===== src/rtl/pipe_ctrl_unit.sv =====
// pipe_ctrl_unit: RV32I(M) ID-stage decode, ID/EX register, hazard, flush and divide-stall control
module pipe_ctrl_unit #(
    parameter int M_EXT   = 0,
    parameter int DIV_LAT = 4
) (
    input  logic        i_clk,
    input  logic        i_reset,
    input  logic [31:0] i_inst,
    input  logic        i_inst_vld,
    input  logic        i_br_equal,
    input  logic        i_br_less,
    output logic        o_stall,
    output logic        o_flush,
    output logic        o_pc_sel,
    output logic        o_ex_busy,
    output logic        o_ex_vld,
    output logic        o_ex_insn_vld,
    output logic [2:0]  o_ex_imm_sel,
    output logic [2:0]  o_ex_load_type,
    output logic [2:0]  o_ex_slt_sl,
    output logic        o_ex_rd_wren,
    output logic        o_ex_wren,
    output logic        o_ex_asel,
    output logic        o_ex_bsel,
    output logic        o_ex_br_un,
    output logic [4:0]  o_ex_alu_op,
    output logic [1:0]  o_ex_wb_sel,
    output logic [4:0]  o_ex_rd,
    output logic [4:0]  o_ex_rs1,
    output logic [4:0]  o_ex_rs2
);
    localparam int CW = (DIV_LAT > 2) ? $clog2(DIV_LAT) : 1;
    localparam logic [CW-1:0] LAST = CW'(DIV_LAT - 1);
    typedef struct packed {
        logic       vld;
        logic       insn_vld;
        logic [2:0] imm_sel;
        logic [2:0] load_type;
        logic [2:0] slt_sl;
        logic       rd_wren;
        logic       wren;
        logic       asel;
        logic       bsel;
        logic       br_un;
        logic [4:0] alu_op;
        logic [1:0] wb_sel;
        logic [4:0] rd;
        logic [4:0] rs1;
        logic [4:0] rs2;
        logic       jmp;
        logic       br;
        logic [2:0] f3;
        logic       load;
        logic       div;
    } ex_t;
    ex_t r_ex, w_dec;
    logic [CW-1:0] r_cnt;
    logic [6:0] w_op, w_f7;
    logic [2:0] w_f3;
    logic w_r, w_i, w_ld, w_st, w_br, w_jal, w_jalr, w_lui, w_aui;
    logic w_f7_z, w_f7_alt, w_mop, w_legal, w_use1, w_use2;
    logic w_lu, w_taken, w_pc, w_busy;
    assign w_op     = i_inst[6:0];
    assign w_f3     = i_inst[14:12];
    assign w_f7     = i_inst[31:25];
    assign w_r      = w_op == 7'b0110011;
    assign w_i      = w_op == 7'b0010011;
    assign w_ld     = w_op == 7'b0000011;
    assign w_st     = w_op == 7'b0100011;
    assign w_br     = w_op == 7'b1100011;
    assign w_jal    = w_op == 7'b1101111;
    assign w_jalr   = w_op == 7'b1100111;
    assign w_lui    = w_op == 7'b0110111;
    assign w_aui    = w_op == 7'b0010111;
    assign w_f7_z   = w_f7 == 7'b0000000;
    assign w_f7_alt = w_f7 == 7'b0100000;
    assign w_mop    = (M_EXT != 0) & w_r & (w_f7 == 7'b0000001);
    assign w_legal  = (w_r & (w_f7_z | (w_f7_alt & (w_f3 == 3'd0 | w_f3 == 3'd5)) | w_mop))
                    | (w_i & (w_f3 == 3'd1 ? w_f7_z : w_f3 == 3'd5 ? (w_f7_z | w_f7_alt) : 1'b1))
                    | (w_ld & w_f3 != 3'd3 & w_f3 < 3'd6) | (w_st & w_f3 < 3'd3)
                    | (w_br & w_f3[2:1] != 2'b01) | w_jal | (w_jalr & w_f3 == 3'd0) | w_lui | w_aui;
    always_comb begin
        w_dec           = '0;
        w_dec.vld       = 1'b1;
        w_dec.insn_vld  = w_legal;
        w_dec.imm_sel   = w_st ? 3'd1 : w_br ? 3'd2 : w_jal ? 3'd3 : w_lui ? 3'd4 : w_aui ? 3'd5 : 3'd0;
        w_dec.load_type = w_ld ? w_f3 : 3'd0;
        w_dec.slt_sl    = w_st ? w_f3 : 3'd0;
        w_dec.rd_wren   = w_legal & (w_r | w_i | w_ld | w_jal | w_jalr | w_lui | w_aui);
        w_dec.wren      = w_legal & w_st;
        w_dec.asel      = w_br | w_jal | w_aui;
        w_dec.bsel      = ~w_r;
        w_dec.br_un     = w_br & w_f3[1];
        w_dec.alu_op    = w_mop ? {2'b10, w_f3} : w_r ? {1'b0, w_f7[5], w_f3}
                        : w_i ? {1'b0, w_f3 == 3'd5 & w_f7[5], w_f3} : w_lui ? 5'b01111 : 5'b00000;
        w_dec.wb_sel    = w_ld ? 2'b00 : (w_jal | w_jalr) ? 2'b10 : 2'b01;
        w_dec.rd        = i_inst[11:7];
        w_dec.rs1       = i_inst[19:15];
        w_dec.rs2       = i_inst[24:20];
        w_dec.jmp       = w_legal & (w_jal | w_jalr);
        w_dec.br        = w_legal & w_br;
        w_dec.f3        = w_f3;
        w_dec.load      = w_legal & w_ld;
        w_dec.div       = w_legal & w_mop & w_f3[2];
    end
    assign w_use1  = w_r | w_i | w_ld | w_st | w_br | w_jalr;
    assign w_use2  = w_r | w_st | w_br;
    assign w_lu    = i_inst_vld & r_ex.vld & r_ex.load & (r_ex.rd != 5'd0)
                   & ((w_use1 & w_dec.rs1 == r_ex.rd) | (w_use2 & w_dec.rs2 == r_ex.rd));
    // funct3[0] inverts the sense: BNE/BGE/BGEU
    assign w_taken = r_ex.jmp | (r_ex.br & ((r_ex.f3[2] ? i_br_less : i_br_equal) ^ r_ex.f3[0]));
    assign w_pc    = ~i_reset & r_ex.vld & r_ex.insn_vld & w_taken;
    assign w_busy  = ~i_reset & r_ex.vld & r_ex.div & (r_cnt < LAST);
    assign o_pc_sel  = w_pc;
    assign o_flush   = w_pc;
    assign o_ex_busy = w_busy;
    assign o_stall   = ~i_reset & ~w_pc & (w_busy | w_lu);
    always_ff @(posedge i_clk) begin
        if (i_reset | w_pc) begin
            r_ex  <= '0;
            r_cnt <= '0;
        end else if (w_busy) begin
            r_cnt <= r_cnt + 1'b1;
        end else begin
            r_ex  <= (w_lu | ~i_inst_vld) ? '0 : w_dec;
            r_cnt <= '0;
        end
    end
    assign o_ex_vld       = r_ex.vld;
    assign o_ex_insn_vld  = r_ex.insn_vld;
    assign o_ex_imm_sel   = r_ex.imm_sel;
    assign o_ex_load_type = r_ex.load_type;
    assign o_ex_slt_sl    = r_ex.slt_sl;
    assign o_ex_rd_wren   = r_ex.rd_wren;
    assign o_ex_wren      = r_ex.wren;
    assign o_ex_asel      = r_ex.asel;
    assign o_ex_bsel      = r_ex.bsel;
    assign o_ex_br_un     = r_ex.br_un;
    assign o_ex_alu_op    = r_ex.alu_op;
    assign o_ex_wb_sel    = r_ex.wb_sel;
    assign o_ex_rd        = r_ex.rd;
    assign o_ex_rs1       = r_ex.rs1;
    assign o_ex_rs2       = r_ex.rs2;
endmodule


===== config.mk =====
export PLATFORM = sky130hd
export DESIGN_NAME = pipe_ctrl_unit
export DESIGN_NICKNAME = d
export VERILOG_FILES = /design/src/rtl/pipe_ctrl_unit.sv
export SDC_FILE = /design/constraint.sdc
export NUM_CORES = 1
export LEC_CHECK = 0
export CORE_ASPECT_RATIO = 1.25
export CORE_MARGIN = 2
export CORE_UTILIZATION = 63
export CTS_BUF_LIST = sky130_fd_sc_hd__clkbuf_8
export DETAILED_ROUTE_END_ITERATION = 7
export DONT_BUFFER_PORTS = 1
export GPL_TIMING_DRIVEN = 0
export PLACE_DENSITY = 0.78
export SETUP_SLACK_MARGIN = 0.1
export SLEW_MARGIN = 20
export SYNTH_ARGS = -nofsm -noshare
export SYNTH_HDL_FRONTEND = slang
export SYNTH_SLANG_ARGS = --single-unit

===== constraint.sdc =====
create_clock -name i_clk -period 3.1 [get_ports i_clk]
set_input_delay 0.31 -clock i_clk [delete_from_list [all_inputs] [get_ports i_clk]]
set_output_delay 0.31 -clock i_clk [all_outputs]
set_load 0.02 [all_outputs]

### Word level (Yosys, flattened, before mapping)

Cells that the tools add are included.
W data, S select, Z words.

| word-level totals | value |
|---|---|
| output and inout bits | 42 |
| input port bits | 37 |
| register bits | 47 |

| cells by class | value |
|---|---|
| bitwise gates (word level) | 65 |
| add/sub/neg operators | 1 |
| mux-type cells | 16 |
| reductions and logical operators | 4 |
| magnitude comparators | 3 |
| eq/ne operators | 16 |

Operators by type and width:

| cell | count |
|---|---|
| $mux W45 | 1 |
| $or A1 B1 Y1 | 30 |
| $and A1 B1 Y1 | 29 |
| $eq A7 B6 Y1 const B | 4 |
| $eq A7 B7 Y1 const B | 3 |
| $mux W3 | 7 |
| $eq A7 B5 Y1 const B | 2 |
| $mux W4 | 3 |
| $eq A5 B5 Y1 | 2 |
| $eq A7 B2 Y1 const B | 1 |
| $logic_not A7 Y1 | 1 |
| $not A1 Y1 | 5 |
| $reduce_bool A5 Y1 | 1 |
| $mux W2 | 2 |
| $eq A3 B1 Y1 const B | 1 |
| $eq A3 B3 Y1 const B | 1 |
| $logic_not A3 Y1 | 1 |
| $lt A3 B2 Y1 const B | 1 |
| $lt A3 B3 Y1 const B | 1 |
| $mux W1 | 3 |
| $ne A3 B2 Y1 const B | 1 |
| $add A2 B1 Y2 const B | 1 |
| $lt A2 B2 Y1 const B | 1 |
| $ne A2 B1 Y1 const B | 1 |
| other kinds (2) | 2 |

### Logic depth before layout (Yosys ltp)

| depth | value |
|---|---|
| depth after elaboration | 15 |
| mapped depth | 7 |

### Worst setup path after synthesis

OpenSTA, ideal clock, no wires.

| timing | value |
|---|---|
| kind | input-to-output |
| start | input i_inst[3] |
| end | output o_stall |
| data required time | 2.790 ns |
| setup slack | 0.907 ns |
| arrival time | 1.883 ns |
| path buffers | 2 |
| cell stages on the path | 7 |
| cell sequence | buf_4 > nor2_4 > nand3_2 > or4_4 > a21oi_4 > buf_6 > nor3b_2 |

| on the way | value |
|---|---|
| longest elaborated chain between the ends | 11 |

Ends and longest elaborated chain:

| item | RTL line | RTL |
|---|---|---|
| from (decl) | 8 | `input logic [31:0] i_inst,` |
| $eq A7 B6 Y1 or $eq A7 B5 Y1 (tied branches) | 66, 67 |  |
| $or A1 B1 Y1 (5 in series) | 106 | `assign w_use1 = w_r \| w_i \| w_ld \| w_st \| w_br \| w_jalr;` |
| $and A1 B1 Y1 | 109 | `& ((w_use1 & w_dec.rs1 == r_ex.rd) \| (w_use2 & w_dec.rs2 == r_ex.rd));` |
| $or A1 B1 Y1 (*) | 109 |  |
| $and A1 B1 Y1 (*) | 109 |  |
| $or A1 B1 Y1 (*) | 117 | `assign o_stall = ~i_reset & ~w_pc & (w_busy \| w_lu);` |
| $and A1 B1 Y1 (*) | 117 |  |
| to (decl) | 12 | `output logic o_stall,` |

Every way passes the cells marked *; elsewhere a longest branch is shown, timed or not.

### Worst setup path in the final report

| timing | value |
|---|---|
| start | register r_ex, in the netlist o_ex_rd[2] |
| end | output o_stall |

| on the way | value |
|---|---|
| longest elaborated chain between the ends | 6 |

Ends and longest elaborated chain:

| item | RTL line | RTL |
|---|---|---|
| from (decl) | 56 | `ex_t r_ex, w_dec;` |
| from (signal assigned) | 125 | `r_ex <= (w_lu \| ~i_inst_vld) ? '0 : w_dec;` |
| $eq A5 B5 Y1 | 109 |  |
| $and A1 B1 Y1 | 109 |  |
| $or A1 B1 Y1 | 109 |  |
| $and A1 B1 Y1 (*) | 109 |  |
| $or A1 B1 Y1 (*) | 117 |  |
| $and A1 B1 Y1 (*) | 117 |  |

Marked as above.

==> flow_summary.toml <==
[sta]
timing.final.crit_share_pct = 86.8
skew_ns = 0.00894
fin_tns_setup_ns = 0
hold_viol_final = 0
timing.fmax_mhz = 372
rsz0062_at_grt = "no"
worst_pin_slew_ns = 0.893
finalSetupViolCount = 0
slew_viol_final = 0
slew_headroom_pct = 40.3
finalCriticalPeriod_ns = 2.69

[worst_setup_path]
required_ns = 2.79
worstSetupPathType = "flop to output pin"
r2r_cells = 6
worstPathArrival_ns = 2.38
cp-start-kind = "flop"
r2r_setup_slack_ns = 1.13
worst_setup_path_end_kind = "output pin"
worstPathMaxFanout = 10

[floorplanning]
coreArea_mm2 = 0.00317
die_w_um = 55.0
initial_core_util_pct = 64.8
rows = 23
dieArea_mm2 = 0.00373
chipHeight_um = 67.8
io_pins = 79

[detailed_routing]
met3WireLength_um = 316
first_iter_violations = 34
top_layer = "met4"
routed_wirelength_um = 4560
vias = 1580
wire_per_inst_um = 16.8
wl_met2_um = 2400
drtPass1Iterations = 4
via_per_inst = 5.83
drc = 0
wl_met1_um = 1750
detail-route-antenna-nets = 0

[synthesis]
synth_area_mm2 = 0.00205
syn_avg_cell_area_um2 = 9.12
synthXorXnorAreaFrac_pct = 5.12
synth_mux_area_share_pct = 0.488
yosys.area_share.simple_pct = 26.7
ys_seq_area_share_pct = 41.0
synthFlopType = "dfxtp_1"
synth-compound-area-share_pct = 9.15
synthAdderAreaFrac_pct = 0
synth_top_family_by_area = "simple AND/OR/NAND/NOR gates"
ys_seq_elements = 42
yosys.area.top_type_share_pct = 41.0
synth_edf_count = 0
ys_async_sr_fraction_pct = 0
synth_cells = 225
yosysWarnings = 0
synth.area.top_cells = "dfxtp_1, buf_4, nor3b_1"
synth_largest_area_cell = "dfxtp_1"
ys_types = 44

[placed_design]
finalWeightedCongestion = 0.855
port_buffers = 0
place_hpwl_um = 3520

[final_layout]
final_cell_mix = "dfxtp_1, buf_4, nor3_1, nor3b_1, nand2_1"
nFillCells = 262
final_nets = 270
final_common_cell = "dfxtp_1"
syn2layout_area_growth_pct = 7.93
antenna_cells = 0
drive_gt1_share_pct = 22.6

[cts]
cts_resized = 0
numCtsBuffers = 5
path_clk_slew_ns = 0.08
ctsHoldBuffers = 0
cts.sinks = 42
clockRootBuffer = "clkbuf_8"
cts_max_level = 2
cts.path.max_buffers = 2
cts_tree = "built"
post_cts_buffers = 0
clk_latency_ns = 0.30

[power]
peakVddDrop_mv = 0.328
power.internal_mw = 0.835
p_leak_nw = 0.854
power.switching_mw = 0.256
power.total_mw = 1.09
p_comb_share_pct = 9.4
seqPwrFrac_pct = 51.3
swShare_pct = 23.5
clock_power_share_pct = 39.3
powerDensity_mw_per_mm2 = 493

[global_routing]
grt_pass1_vias = 1483
grt_use_total_pct = 26.4
grt_max_degree = 15
grt_pass1_wl_um = 6910
antenna_found_initial = 0
overflow = 0

[flow_run]
cap_viol_max_count = 0

[run_status]
outcome = "finished clean"

[worst_hold_path]
worstHoldPathCells = 1
hold_path.class = "primary input to flop"
metrics by stage:
stage	util, %	std cells	hold slack (ns)	instance area [µm²]	worst slack [ns]
finish	70.0	271	0.169	2210	0.409
global route	70.0	271	0.156	2210	0.303
CTS	70.0	271	0.166	2210	0.439
detailed placement	66.4	263	0.480	2100	0.683
global placement	66.4	263	0.478	2100	0.715
floorplan	-	226	0.453	2060	0.907
kinds of logic (layout without fill, tap and decap cells):
kind of cell / count (synthesis) / count (layout)
other cells: 1 / 2
buf+inv: 52 / 60
compound gates: 25 / 25
flops: 42 / 42
simple gates: 92 / 92
mux: 1 / 1
xor+xnor: 12 / 12
synthesized netlist by cell type, types with 3 or more instances:
| library cell | count |
|---|---|
| a211oi_1 | 3 |
| a22oi_1 | 3 |
| buf_4 | 37 |
| buf_6 | 3 |
| clkbuf_1 | 9 |
| dfxtp_1 | 42 |
| inv_1 | 3 |
| nand2_1 | 13 |
| nand2b_1 | 3 |
| nor2_1 | 8 |
| nor2b_1 | 4 |
| nor3_1 | 24 |
| nor3b_1 | 19 |
| nor4_1 | 5 |
| o21ai_0 | 4 |
| xnor2_1 | 4 |
| xor2_1 | 8 |
final timing paths:
path	from	to
worst max-delay path	o_ex_rd[2]$_SDFF_PP0_	o_stall
worst min-delay path	i_inst[16]	o_ex_rs1[1]$_SDFF_PP0_
worst max register to register	o_ex_rd[2]$_SDFF_PP0_	o_ex_bsel$_SDFF_PP0_
worst min register to register	r_ex[6]$_SDFF_PP0_	o_ex_wren$_SDFF_PP0_
power groups by stage:
stage | Combinational, mW | Sequential [mW] | Clock, mW
floorplan | 0.0864 | 0.570 | 0
global placement | 0.101 | 0.572 | 0
detailed placement | 0.102 | 0.572 | 0
CTS | 0.103 | 0.560 | 0.435
global route | 0.113 | 0.562 | 0.459
finish | 0.103 | 0.560 | 0.429
final cells by class:
type	instances	area, µm²	share of cell area (%)
buffer	49	345	15.6
clock buffer	5	68.8	3.11
clock inverter	3	43.8	1.98
inverter	3	11.3	0.508
multi-input combinational	132	858	38.8
sequential	42	841	38.0
tap	37	46.3	2.09
per-layer routing:
| metal | track usage [%] | up-vias |
|---|---|---|
| li1 | - | 762 |
| met1 | 29.0 | 737 |
| met2 | 46.7 | 71 |
| met3 | 5.75 | 10 |
| met4 | 12.5 | 0 |
| met5 | 0 | - |
critical path: stages (launching register included):
cell	delay, ns
dfxtp_1	0.35
xnor2_1	0.25
nand4_1	0.11
or4_4	0.56
a21oi_4	0.25
buf_6	0.17
nor3b_2	0.38
flip-flops by register name (all words and copies together), names as in the netlist:
name and cells:
o_ex_wb_sel 2, o_ex_wren 1, o_ex_slt_sl 3, o_ex_asel 1
o_ex_br_un 1, o_ex_rd 5, o_ex_bsel 1, o_ex_rs1 5
o_ex_insn_vld 1, o_ex_load_type 3, o_ex_rd_wren 1, o_ex_rs2 5
o_ex_imm_sel 3, o_ex_alu_op 4, o_ex_vld 1, r_ex 5
No activity file was read; power rests on OpenSTA's default activity.
